## src/rtl/pio_input_conditioner.sv

```systemverilog
// rtl/pio_input_conditioner.sv - key/switch sync, debounce, sticky key events (PIO_KEY_STICKY_EN), switch change counter
module pio_input_conditioner #(
  parameter int N_KEYS          = 4,
  parameter int N_SW            = 18,
  parameter int DEBOUNCE_CYCLES = 250000
) (
  input  logic              clk,
  input  logic              reset,
  input  logic [N_KEYS-1:0] key_n_raw,
  input  logic [N_SW-1:0]   sw_raw,
  input  logic              clr_req,
  output logic [31:0]       keys_word,
  output logic [31:0]       switches_word
);

  localparam int NB = N_KEYS + N_SW;
  localparam int CW = $clog2(DEBOUNCE_CYCLES);
  localparam logic [CW-1:0] CNT_LAST = CW'(DEBOUNCE_CYCLES - 1);
  localparam logic [NB-1:0] KEY_MASK = {{N_SW{1'b0}}, {N_KEYS{1'b1}}};

  logic [NB-1:0]     sync1, sync2, synced, stable, accept;
  logic [CW-1:0]     db_cnt [NB];
  logic [N_KEYS-1:0] key_flags;
  logic [7:0]        chg_cnt;
  logic [31:0]       keys_next, sw_next;

  always_ff @(posedge clk) begin
    if (reset) begin
      sync1 <= '0;
      sync2 <= '0;
    end else begin
      sync1 <= {sw_raw, key_n_raw};
      sync2 <= sync1;
    end
  end

  // Keys are flipped after the synchroniser so every downstream bit is active-high.
  assign synced = sync2 ^ KEY_MASK;

  always_comb begin
    accept = '0;
    for (int i = 0; i < NB; i++) begin
      accept[i] = (synced[i] != stable[i]) && (db_cnt[i] == CNT_LAST);
    end
  end

  always_ff @(posedge clk) begin
    if (reset) begin
      stable <= '0;
      for (int i = 0; i < NB; i++) db_cnt[i] <= '0;
    end else begin
      stable <= stable ^ accept;
      for (int i = 0; i < NB; i++) begin
        if ((synced[i] == stable[i]) || accept[i]) db_cnt[i] <= '0;
        else                                       db_cnt[i] <= db_cnt[i] + CW'(1);
      end
    end
  end

  // Simultaneous switch changes are a single event.
  always_ff @(posedge clk) begin
    if (reset)                    chg_cnt <= 8'd0;
    else if (|accept[NB-1:N_KEYS]) chg_cnt <= chg_cnt + 8'd1;
  end

`ifdef PIO_KEY_STICKY_EN
  logic              clr_q;
  logic              clr_pulse;
  logic [N_KEYS-1:0] key_rise;

  assign clr_pulse = clr_req & ~clr_q;
  assign key_rise  = accept[N_KEYS-1:0] & synced[N_KEYS-1:0];

  // A press landing on the clear cycle survives the clear.
  always_ff @(posedge clk) begin
    if (reset) begin
      clr_q     <= 1'b0;
      key_flags <= '0;
    end else begin
      clr_q     <= clr_req;
      key_flags <= (key_flags & ~{N_KEYS{clr_pulse}}) | key_rise;
    end
  end
`else
  logic unused_clr;
  assign unused_clr = clr_req;
  assign key_flags  = '0;
`endif

  always_comb begin
    keys_next                = '0;
    keys_next[N_KEYS-1:0]    = stable[N_KEYS-1:0];
    keys_next[8 +: N_KEYS]   = key_flags;
    keys_next[31]            = |key_flags;
    sw_next                  = '0;
    sw_next[N_SW-1:0]        = stable[NB-1:N_KEYS];
    sw_next[31:24]           = chg_cnt;
  end

  always_ff @(posedge clk) begin
    if (reset) begin
      keys_word     <= '0;
      switches_word <= '0;
    end else begin
      keys_word     <= keys_next;
      switches_word <= sw_next;
    end
  end

endmodule

```

## config.mk

```make
export PLATFORM = sky130hd
export DESIGN_NAME = pio_input_conditioner
export DESIGN_NICKNAME = d
export VERILOG_FILES = /design/src/rtl/pio_input_conditioner.sv
export SDC_FILE = /design/constraint.sdc
export NUM_CORES = 1
export LEC_CHECK = 0
export ABC_AREA = 1
export BUFFER_PORTS_ARGS = -buffer_cell sky130_fd_sc_hd__buf_4
export CAP_MARGIN = 20
export CELL_PAD_IN_SITES_DETAIL_PLACEMENT = 0
export CELL_PAD_IN_SITES_GLOBAL_PLACEMENT = 2
export CORE_AREA = 2 2 247 249
export CTS_BUF_LIST = sky130_fd_sc_hd__clkbuf_2 sky130_fd_sc_hd__clkbuf_4 sky130_fd_sc_hd__clkbuf_8
export DETAILED_ROUTE_END_ITERATION = 16
export DIE_AREA = 0 0 249 251
export GPL_TIMING_DRIVEN = 0
export PLACE_DENSITY = 0.92
export SYNTH_ARGS = -nofsm -noshare
export SYNTH_HDL_FRONTEND = slang
export SYNTH_SLANG_ARGS = --single-unit
```

## constraint.sdc

```tcl
create_clock -name clk -period 5.3 [get_ports clk]
set_clock_uncertainty 0.1 [all_clocks]
set_input_delay 0.265 -clock clk [delete_from_list [all_inputs] [get_ports clk]]
set_output_delay 0.265 -clock clk [all_outputs]
set_load 0.02 [all_outputs]
```

# Yosys cells after proc, flatten, opt, wreduce, memory -nomap -nowiden
# Memories as Yosys holds them, arrays and structs flattened.
# Index checks and enable logic that the tools add are counted.
# W data, S select, Z words.
[op_classes]
addsub = 23
bitwise_logic = 46
n_reduce_logical = 45
n_eq_ne = 66
n_mux = 178
[ops]
columns = ["cell", "n"]
rows = [
  ["$mux W18", 44],
  ["$add A18 B1 Y18 const B", 22],
  ["$eq A18 B18 Y1 const B", 22],
  ["$mux W1", 134],
  ["$or A1 B1 Y1", 44],
  ["$eq A1 B1 Y1", 22],
  ["$logic_and A1 B1 Y1", 22],
  ["$logic_or A1 B1 Y1", 22],
  ["$ne A1 B1 Y1", 22],
  ["$xor A22 B22 Y22", 1],
  ["$reduce_or A18 Y1", 1],
  ["$add A8 B1 Y8 const B", 1],
  ["$not A4 Y4", 1],
]
[word_totals]
reg_bits = 138
mem_bits_rw = 396
in_bits = 25
out_inout_bits = 64
n_memories = 1
word_cells = 367
[memory_table]
columns = ["name", "depth", "width", "rd", "rd_clocked_by_memory_dff", "wr", "line_no", "source"]
rows = [
  ["db_cnt", 22, 18, 22, 0, 22, "22", "logic [CW-1:0] db_cnt [NB];"],
]

# Longest topological paths before layout
# Gate-level depths: netlist of run 1.
[logic_depth]
depth_word = 9
mapped_depth = 14
ltp_nobuf = 14

# Worst setup path before layout of run 1
# Ideal clock, no wire load.
[synth_path]
path_type = "register to register"
startpoint = "memory db_cnt[1][90] (netlist name)"
endpoint = "memory db_cnt[1][98] (netlist name), data pin"
stages_incl_launch_ff = 10
setup_slack_ps = 3386
path_buffers = 1
required_ps = 4936
setup_ps = 264
synth_period_minus_slack_ps = 1914
t_arrival_ps = 1550
path_cell_list = "edfxtp_1 > ha_1 > nand2_1 > inv_1 > nand2_1 > nor4_1 > nor2_1 > inv_1 > buf_4 > nor3_1"
[synth_rtl]
columns = ["element", "line_no"]
rows = [
  ["start, declared", "22"],
]

==> results of run 1 <==
-- sequential cells by signal, summed over array words and instances, names as in the netlist, named ones only --
signal	flops
chg_cnt	8
db_cnt	396
switches_word	26
sync2	22
keys_word	4
sync1	22
-- final cells by class --
| class | count | area [um2] | share of cell area |
|---|---|---|---|
| Antenna cell | 2 | 5.00 | 0.000160 |
| Buffer | 72 | 457 | 0.0146 |
| Clock buffer | 157 | 1880 | 0.0599 |
| Clock inverter | 13 | 67.6 | 0.00215 |
| Inverter | 464 | 1740 | 0.0556 |
| Multi-Input combinational cell | 2369 | 11600 | 0.370 |
| Sequential cell | 500 | 14000 | 0.446 |
| Tap cell | 782 | 978 | 0.0312 |
| Timing Repair Buffer | 77 | 648 | 0.0207 |
-- power groups by stage --
stage / Sequential (uW) / Clock, uW / Combinational [uW]
after floorplan: 4580 / 0 / 345
after global placement: 4610 / 0 / 434
after detailed placement: 4620 / 0 / 442
after CTS: 4540 / 3980 / 458
after global routing: 4560 / 4140 / 535
final: 4540 / 3820 / 461
-- cell usage after synthesis (3+ instances only) --
cell type and number:
nand3_2 13, or2_2 22, nor2_1 481, nor4_1 12, and3_1 7, edfxtp_1 396, nor3_1 111, nor4_2 4
a31oi_1 18, nand2_2 9, nand4_1 69, buf_4 40, nor3b_1 42, dfxtp_1 104, a211oi_1 15, nor3b_2 3
o21ai_0 80, nor2_2 39, inv_2 15, o211ai_1 4, buf_2 17, clkbuf_1 13, o21a_1 28, or2_0 6
xor2_1 78, inv_1 448, nor2_4 8, nor3_2 20, o21bai_1 7, nand4_2 5, ha_1 23, xnor2_1 18
a21oi_1 181, nand3_1 166, nand2_1 440, nand3b_1 11
-- per-layer routing --
layer	up-vias	wire [um]
li1	10678	-
met1	9217	25300
met2	263	25100
met3	85	2050
met4	0	1040
met5	-	0
-- path summary, 6_finish.rpt --
| check | slack [ns] | depth (start not counted) | to |
|---|---|---|---|
| setup / recovery | 2.81 | 14 | chg_cnt[6]$_SDFFE_PP0P_ |
| hold / removal | 0.12 | 3 | register |
| setup reg to reg | 2.81 | 14 | chg_cnt[6]$_SDFFE_PP0P_ |
| hold reg to reg | 0.30 | 2 | sync2[14]$_SDFF_PP0_ |
-- kinds of logic (layout without fill, tap and decap cells) --
kind of cell	Yosys count	in the layout	synth area share
DFF	500	500	0.534
AOI/OAI and AO/OA	345	345	0.0734
xor gates and xnor gates	96	96	0.0321
adders and majority gates	23	23	0.0110
and+or+nand+nor	1475	1475	0.265
other	2	432	0.000287
buffers and inverters	536	783	0.0841
-- tightest hold or removal path: cells and delay by family --
kind / cells / cell delay, ns
buf+inv: 2 / 0.47
compound gates: 1 / 0.09
-- timing repair --
item | in CTS | in global routing
hold buffers | 22 | 0
hold endpoints to repair | 22 | 0
resized for setup | 0 | 0
-- stage by stage --
step	setup WS, ns	hold WS (ns)
floorplan	3.39	0.272
finish	2.81	0.118
global placement	2.37	0.293
CTS	2.75	0.0664
detailed placement	2.31	0.295
global route	2.68	0.115
==> impl_metrics.env, run 1 <==
export IMPL_worstSkewPairLatency_ns=0.66
export IMPL_grt_pass1_vias=19348
export IMPL_rr_startpoint="db_cnt[2][90]$_SDFFCE_PP0P_"
export IMPL_synthArstFlopShare=0
export IMPL_yosys_warnings=0
export IMPL_drt_wl_total_um=53500
export IMPL_max_slew_margin_rel=0.317
export IMPL_cp_arrival_ns=2.94
export IMPL_hp_class="in2reg"
export IMPL_slowest_delay_ns=0.46
export IMPL_final_cell_mix="nor2_1, inv_1, nand2_1"
export IMPL_combPwrFrac=0.052
export IMPL_ys_ff_latch=500
export IMPL_totalPowerFinal_uw=8820
export IMPL_dieWidth_um=249
export IMPL_gp_congestion=0.830
export IMPL_final_fill_count=5811
export IMPL_first_pass_iters=6
export IMPL_cp_end_kind="register"
export IMPL_power_density_nw_per_um2=281
export IMPL_fin_area_um2=31400
export IMPL_vias=20243
export IMPL_clk_pin_slew_ns=0.06
export IMPL_dieArea_um2=62500
export IMPL_clkPwrFrac=0.433
export IMPL_path_max_fanout=10
export IMPL_mostFrequentLayoutCell="nor2_1"
export IMPL_root_buffer="clkbuf_8"
export IMPL_vdd_ir_drop_max_v=0.000175
export IMPL_grt_overflow=0
export IMPL_avgRoutedWirePerCell_um=12.1
export IMPL_critPathSlowestCell="edfxtp_1"
export IMPL_grt_antenna_before_repair=1
export IMPL_p_seq_frac=0.514
export IMPL_placed_cells=4242
export IMPL_finalHoldViolCount=0
export IMPL_gr_usage_met2=0.293
export IMPL_synth_top_area_cell="edfxtp_1"
export IMPL_synth_cell_type_count=55
export IMPL_p_switching_uw=2050
export IMPL_cellLeakagePower_uw=0.0135
export IMPL_path_delay_family="simple AND/OR/NAND/NOR gates"
export IMPL_syn_to_final_growth_pct=19.8
export IMPL_min_from="reset"
export IMPL_stdcell_count=4436
export IMPL_grt_max_degree=12
export IMPL_fp_row_count=90
export IMPL_start_util=0.438
export IMPL_fmax_mhz=401
export IMPL_internal_power_uw=6780
export IMPL_seq_area_frac_synth=0.534
export IMPL_cap_violations=0
export IMPL_outcome="finished clean"
export IMPL_syn_area_per_cell_um2=8.79
export IMPL_path_cells="ha_1 -> nand2_1 -> nor2_1 -> nand2_1 -> nor2_1 -> nand3_1 -> nand2_1 -> nor2_1 -> nand2_1 -> nor2_4 -> buf_6 -> nand3_2 -> nand2_1 -> nor2_1"
export IMPL_placed_area_um2=29200
export IMPL_tns_ns=0
export IMPL_drt_iter0_markers=820
export IMPL_design_portCount=89
export IMPL_port_buffers=53
export IMPL_rsz0062_at_grt="false"
export IMPL_cts_sinks=500
export IMPL_ys_flop_type="edfxtp_1"
export IMPL_fin_crit_ns=2.49
export IMPL_synth_area_um2=26200
export IMPL_tightest_slew_ns=1.03
export IMPL_dieHeight_um=251
export IMPL_cp_data_required_time_ns=5.75
export IMPL_setup_violations=0
export IMPL_worstPathBufferInverterCount=1
export IMPL_netlist_instances=2977
export IMPL_cp_startpoint="db_cnt[2][90]$_SDFFCE_PP0P_"
export IMPL_cpMostUsedCell="nand2_1"
export IMPL_switching_share=0.232
export IMPL_antenna_left=0
export IMPL_core_area_um2=59800
export IMPL_synth_top_cell_area_share=0.454
export IMPL_yosys_top_cells_area="edfxtp_1, dfxtp_1, nor2_1"
export IMPL_track_usage=0.172
export IMPL_cts_buffers=92
export IMPL_startpoint_type="register"
export IMPL_grt_pass1_wl_um=89100
export IMPL_use_met1=0.223
export IMPL_cts_tree="done"
export IMPL_met3_usage=0.0289
export IMPL_synth_edf_count=396
export IMPL_drive_gt1_frac=0.117
export IMPL_hpwl_um=39100
export IMPL_post_cts_setup_buffers=0
export IMPL_clockBufferDepth=3
export IMPL_final_max_slew_viol_count=0
export IMPL_setup_worst_path_class="reg2reg"
export IMPL_grt_busiest_layer="met2"
export IMPL_fin_nets=3624
export IMPL_finalCritPeriodShare=0.471
export IMPL_via_per_inst=4.56
export IMPL_htree_levels=3
export IMPL_final_core_util=0.524
export IMPL_route_detailed_drc=0
(Power assumes the default switching activity.)
==> inputs of run 2 (changes only) <==
Settings changed: CORE_AREA 2 2 247 249 to 2 2 256 258, DIE_AREA 0 0 249 251 to 0 0 258 260, PLACE_DENSITY 0.92 to 0.86.
Clock period 5.3 ns to 2.34 ns, I/O delays scaled along.
==> run 2 against run 1 <==
Compared with the run above:
- sequential share of layout area is 0.73 points lower
- via count is 0.28% higher
- critical path depth is 1 lower
- register-to-register slack worse by 2.6 ns
- die area is 7.3% higher
- worst hold slack worse by 0.050 ns
- critical path type unchanged
==> impl_metrics.env, run 2 (synthesis gave the netlist of run 1 again) <==
export IMPL_outcome="finished clean"
export IMPL_dieArea_um2=67100
export IMPL_cts_buffers=94
export IMPL_fmax_mhz=459
export IMPL_vdd_ir_drop_max_v=0.000565
export IMPL_syn_to_final_growth_pct=21.8
export IMPL_hpwl_um=39900
export IMPL_hold_ws_ns=0.0681
export IMPL_avgRoutedWirePerCell_um=12.1
export IMPL_placed_cells=4317
export IMPL_vias=20299
export IMPL_power_density_nw_per_um2=650
export IMPL_hp_class="in2reg"
export IMPL_tightest_slew_ns=1.06
export IMPL_regToRegEndpoint="chg_cnt[0]$_SDFFE_PP0P_"
export IMPL_final_max_slew_viol_count=0
export IMPL_grt_max_degree=12
export IMPL_fin_crit_ns=2.18
export IMPL_max_slew_margin_rel=0.296
export IMPL_hold_depth=6
export IMPL_r2r_cells=13
export IMPL_start_util=0.408
export IMPL_dieHeight_um=260
export IMPL_root_buffer="clkbuf_8"
export IMPL_design_portCount=89
export IMPL_drt_iter0_markers=983
export IMPL_route_detailed_drc=0
export IMPL_hold_end="db_cnt[0][83]$_SDFFCE_PN0P_"
export IMPL_cts_sinks=500
export IMPL_core_area_um2=64100
export IMPL_cellLeakagePower_uw=0.0137
export IMPL_cap_violations=0
export IMPL_gp_congestion=0.804
export IMPL_fin_nets=3639
export IMPL_final_cell_mix="nor2_1, inv_1, nand2_1"
export IMPL_startpoint_type="register"
export IMPL_path_max_fanout=7
export IMPL_cp_data_required_time_ns=2.84
export IMPL_totalPowerFinal_uw=20700
export IMPL_grt_overflow=0
export IMPL_htree_levels=3
export IMPL_cts_tree="done"
export IMPL_first_pass_iters=5
export IMPL_via_per_inst=4.49
export IMPL_worstSkewPairLatency_ns=0.67
export IMPL_largest_reg_flops=396
export IMPL_setup_worst_path_class="reg2reg"
export IMPL_setup_violations=0
export IMPL_mostFrequentLayoutCell="nor2_1"
export IMPL_port_buffers=53
export IMPL_dieWidth_um=258
export IMPL_regMostFlops="db_cnt"
export IMPL_grt_pass1_vias=19507
export IMPL_clockBufferDepth=3
export IMPL_grt_antenna_before_repair=2
export IMPL_rrSetupSlack_ns=0.16
export IMPL_cp_end_kind="register"
export IMPL_finalHoldViolCount=0
export IMPL_drive_gt1_frac=0.126
export IMPL_fp_row_count=93
export IMPL_min_from="reset"
export IMPL_rr_startpoint="db_cnt[1][54]$_SDFFCE_PN0P_"
export IMPL_track_usage=0.165
export IMPL_drt_wl_total_um=54800
export IMPL_clk_pin_slew_ns=0.06
export IMPL_finalCritPeriodShare=0.930
export IMPL_antenna_left=0
export IMPL_cp_arrival_ns=2.68
export IMPL_reg_largest_list="db_cnt: 396 flops, switches_word: 26 flops"
export IMPL_stdcell_count=4525
export IMPL_grt_pass1_wl_um=91500
[run 2: cell type report]
cell class | count | area [um2]
multi-input cells | 2369 | 11700
flip-flops and latches | 500 | 14000
plain buffers | 72 | 465
repair buffers | 90 | 776
inverters | 464 | 1740
clock inverters | 30 | 317
diodes | 1 | 2.50
well taps | 855 | 1070
clock buffers | 144 | 1790
fillers | 6229 | 32200
[run 2: timing repair]
item / CTS / global route
gates resized for setup: 3 / 36
setup endpoints to repair: 18 / 123
gates cloned: 0 / 1
pin swaps: 2 / 4
hold buffers: 23 / 0
buffers inserted: 2 / 7
hold endpoints to repair: 35 / 0
[run 2: how the worst max path moves through the flow]
stage | from | end | slack, ns | cells past startpoint
2_1_floorplan | db_cnt[1][90]$_SDFFCE_PN0P_ | db_cnt[1][98]$_SDFFCE_PN0P_ | 0.43 | 9
5_1_grt | db_cnt[2][54]$_SDFFCE_PP0P_ | db_cnt[2][70]$_SDFFCE_PP0P_ | -0.009 | 8
3_3_place_gp | reset | register | -0.62 | 7
6_report | db_cnt[1][54]$_SDFFCE_PN0P_ | chg_cnt[0]$_SDFFE_PP0P_ | 0.16 | 13
3_5_place_dp | reset | register | -0.59 | 7
4_1_cts | db_cnt[1][54]$_SDFFCE_PN0P_ | chg_cnt[6]$_SDFFE_PP0P_ | 0.02 | 14
[run 2: where the power goes]
| part | internal, uW | total, uW | switching (uW) |
|---|---|---|---|
| Combinational | 365 | 1070 | 705 |
| Sequential | 9970 | 10300 | 314 |
| Clock | 5630 | 9380 | 3750 |
[run 2: critical path: stages, from the launching register on]
cell	delay [ns]
edfxtp_1	0.41
ha_1	0.24
nand2_2	0.10
inv_1	0.07
nand2_2	0.11
nor2_1	0.06
nand3_1	0.12
nand2_1	0.08
nor2_2	0.15
nand2_2	0.10
nor2_4	0.22
buf_4	0.18
a21oi_1	0.07
nor2_1	0.10
[run 2: routing by layer]
metal	up-vias	share of wire	track usage
met1	9221	0.47	0.210
met2	242	0.47	0.279
met5	-	0	0
met4	0	0.028	0.0576
met3	111	0.035	0.0340
li1	10725	-	-
[run 2: stage by stage]
| step | utilization | TNS, ns | setup WS, ns | instance area, um2 |
|---|---|---|---|---|
| CTS | 0.494 | 0 | 0.0163 | 31700 |
| finish | 0.497 | 0 | 0.163 | 31900 |
| global placement | 0.456 | -11.41 | -0.621 | 29200 |
| detailed placement | 0.457 | -10.64 | -0.593 | 29300 |
| global route | 0.497 | -0.0112 | -0.00857 | 31900 |
| floorplan | - | 0 | 0.426 | 27800 |
==> inputs of run 3 (changes only) <==
Settings changed: PLACE_DENSITY 0.86 to default, PLACE_DENSITY_LB_ADDON from default to 0.1.
==> run 3 against run 2 <==
Compared with the run above:
- cell count down 0.13%
- wire length down 0.28%
- non-clock buffer count down 3
- register-to-register slack barely moved
- critical path depth is 1 higher
- via count decreased by 0.48%
- power decreased by 2.1%
- sequential cell count is the same
- highest routed layer unchanged
==> impl_metrics.env, run 3 (synthesis gave the netlist of run 1 again) <==
export IMPL_clk_pin_slew_ns=0.06
export IMPL_cellLeakagePower_uw=0.0137
export IMPL_grt_pass1_vias=19439
export IMPL_dieHeight_um=260
export IMPL_cp_data_required_time_ns=2.80
export IMPL_finalCritPeriodShare=0.931
export IMPL_fin_ws_ns=0.161
export IMPL_setup_violations=0
export IMPL_power_density_nw_per_um2=639
export IMPL_vias=20202
export IMPL_p_seq_frac=0.506
export IMPL_hpwl_um=40100
export IMPL_htree_levels=3
export IMPL_outcome="finished clean"
export IMPL_fp_row_count=93
export IMPL_route_detailed_drc=0
export IMPL_via_per_inst=4.47
export IMPL_tightest_slew_ns=1.17
export IMPL_hp_class="in2reg"
export IMPL_syn_to_final_growth_pct=21.5
export IMPL_drt_wl_total_um=54600
export IMPL_clkPwrFrac=0.441
export IMPL_startpoint_type="register"
export IMPL_combPwrFrac=0.053
export IMPL_hold_ws_ns=0.0417
export IMPL_tns_ns=0
export IMPL_pre_cts_ws_ns=-0.238
export IMPL_clockBufferDepth=3
export IMPL_cts_sinks=500
export IMPL_vdd_ir_drop_max_v=0.000505
export IMPL_worstSkewPairLatency_ns=0.68
export IMPL_finalHoldViolCount=0
export IMPL_gp_congestion=0.773
export IMPL_port_buffers=53
export IMPL_cap_violations=0
export IMPL_max_slew_margin_rel=0.222
export IMPL_track_usage=0.166
export IMPL_drive_gt1_frac=0.125
export IMPL_final_max_slew_viol_count=0
export IMPL_reg_largest_list="db_cnt: 396 flops, switches_word: 26 flops"
export IMPL_final_fill_count=6324
export IMPL_setup_worst_path_class="reg2reg"
export IMPL_core_area_um2=64100
export IMPL_p_switching_uw=4760
export IMPL_fin_nets=3635
export IMPL_fin_crit_ns=2.18
export IMPL_regMostFlops="db_cnt"
export IMPL_dieArea_um2=67100
export IMPL_drt_iter0_markers=1097
export IMPL_cp_end_kind="register"
export IMPL_cts_buffers=93
export IMPL_dieWidth_um=258
export IMPL_fmax_mhz=459
export IMPL_cts_tree="done"
export IMPL_design_portCount=89
export IMPL_start_util=0.408
export IMPL_totalPowerFinal_uw=20300
export IMPL_internal_power_uw=15500
export IMPL_mostFrequentLayoutCell="nor2_1"
export IMPL_switching_share=0.234
export IMPL_avgRoutedWirePerCell_um=12.1
export IMPL_first_pass_iters=7
export IMPL_grt_overflow=0
export IMPL_antenna_left=0
export IMPL_cp_arrival_ns=2.64
export IMPL_path_max_fanout=10
export IMPL_grt_pass1_wl_um=91900
export IMPL_grt_max_degree=13
export IMPL_final_cell_mix="nor2_1, inv_1, nand2_1"
export IMPL_largest_reg_flops=396
export IMPL_grt_antenna_before_repair=2
export IMPL_rrSetupSlack_ns=0.16
export IMPL_root_buffer="clkbuf_8"
[run 3: path summary, 6_finish.rpt]
| path | from | end | cells after the start |
|---|---|---|---|
| setup reg to reg | db_cnt[1][54]$_SDFFCE_PN0P_ | chg_cnt[6]$_SDFFE_PP0P_ | 14 |
| hold / removal | reset | db_cnt[1][123]$_SDFFCE_PN0P_ | 6 |
| setup / recovery | db_cnt[1][54]$_SDFFCE_PN0P_ | chg_cnt[6]$_SDFFE_PP0P_ | 14 |
| hold reg to reg | sync1[0]$_SDFF_PP0_ | sync2[0]$_SDFF_PP0_ | 2 |
[run 3: worst max-delay path, stage by stage (launching register included)]
cell	delay [ns]
edfxtp_1	0.42
ha_1	0.24
nand2_2	0.10
inv_1	0.07
nand2_2	0.11
nor2_1	0.06
nand3_1	0.12
nand2_1	0.08
nor2_2	0.18
nand2_2	0.10
nor2_4	0.16
buf_6	0.16
nand3_2	0.06
nand2_1	0.06
nor2_1	0.04
[run 3: final cells by class]
type,count,area [um2],area share
Antenna cell,1,2.50,0.0000787
Timing Repair Buffer,87,748,0.0235
Buffer,72,468,0.0147
Multi-Input combinational cell,2369,11800,0.370
Sequential cell,500,14000,0.440
Tap cell,855,1070,0.0336
Inverter,464,1740,0.0548
Clock inverter,26,215,0.00677
Clock buffer,145,1800,0.0565
[run 3: power by group through the flow]
stage          registers [uW]  clock network [uW]  logic (uW)
2_1_floorplan           10400                   0         781
3_3_place_gp            10400                   0         994
3_5_place_dp            10500                   0        1010
4_1_cts                 10300                9310        1050
5_1_grt                 10300                9670        1250
6_report                10300                8950        1070
[run 3: repair_timing]
item                       4_1_cts  5_1_grt
hold buffers                    23        1
setup endpoints to repair       12      132
pin swaps                        1        3
setup buffers                    1        6
hold endpoints to repair        36        3
resized for setup                5       37
[run 3: metal layers]
layer,wire (um),track usage,part of all wire
met1,25900,0.217,0.47
met2,25500,0.279,0.47
met4,1280,0.0520,0.023
met5,0,0,0
met3,1870,0.0327,0.034
[run 3: stage by stage]
stage	instance area [um2]	utilization	instances
2_1_floorplan	27800	-	3405
3_3_place_gp	29200	0.456	4313
3_5_place_dp	29300	0.457	4316
4_1_cts	31600	0.492	4511
5_1_grt	31800	0.496	4519
6_report	31800	0.496	4519
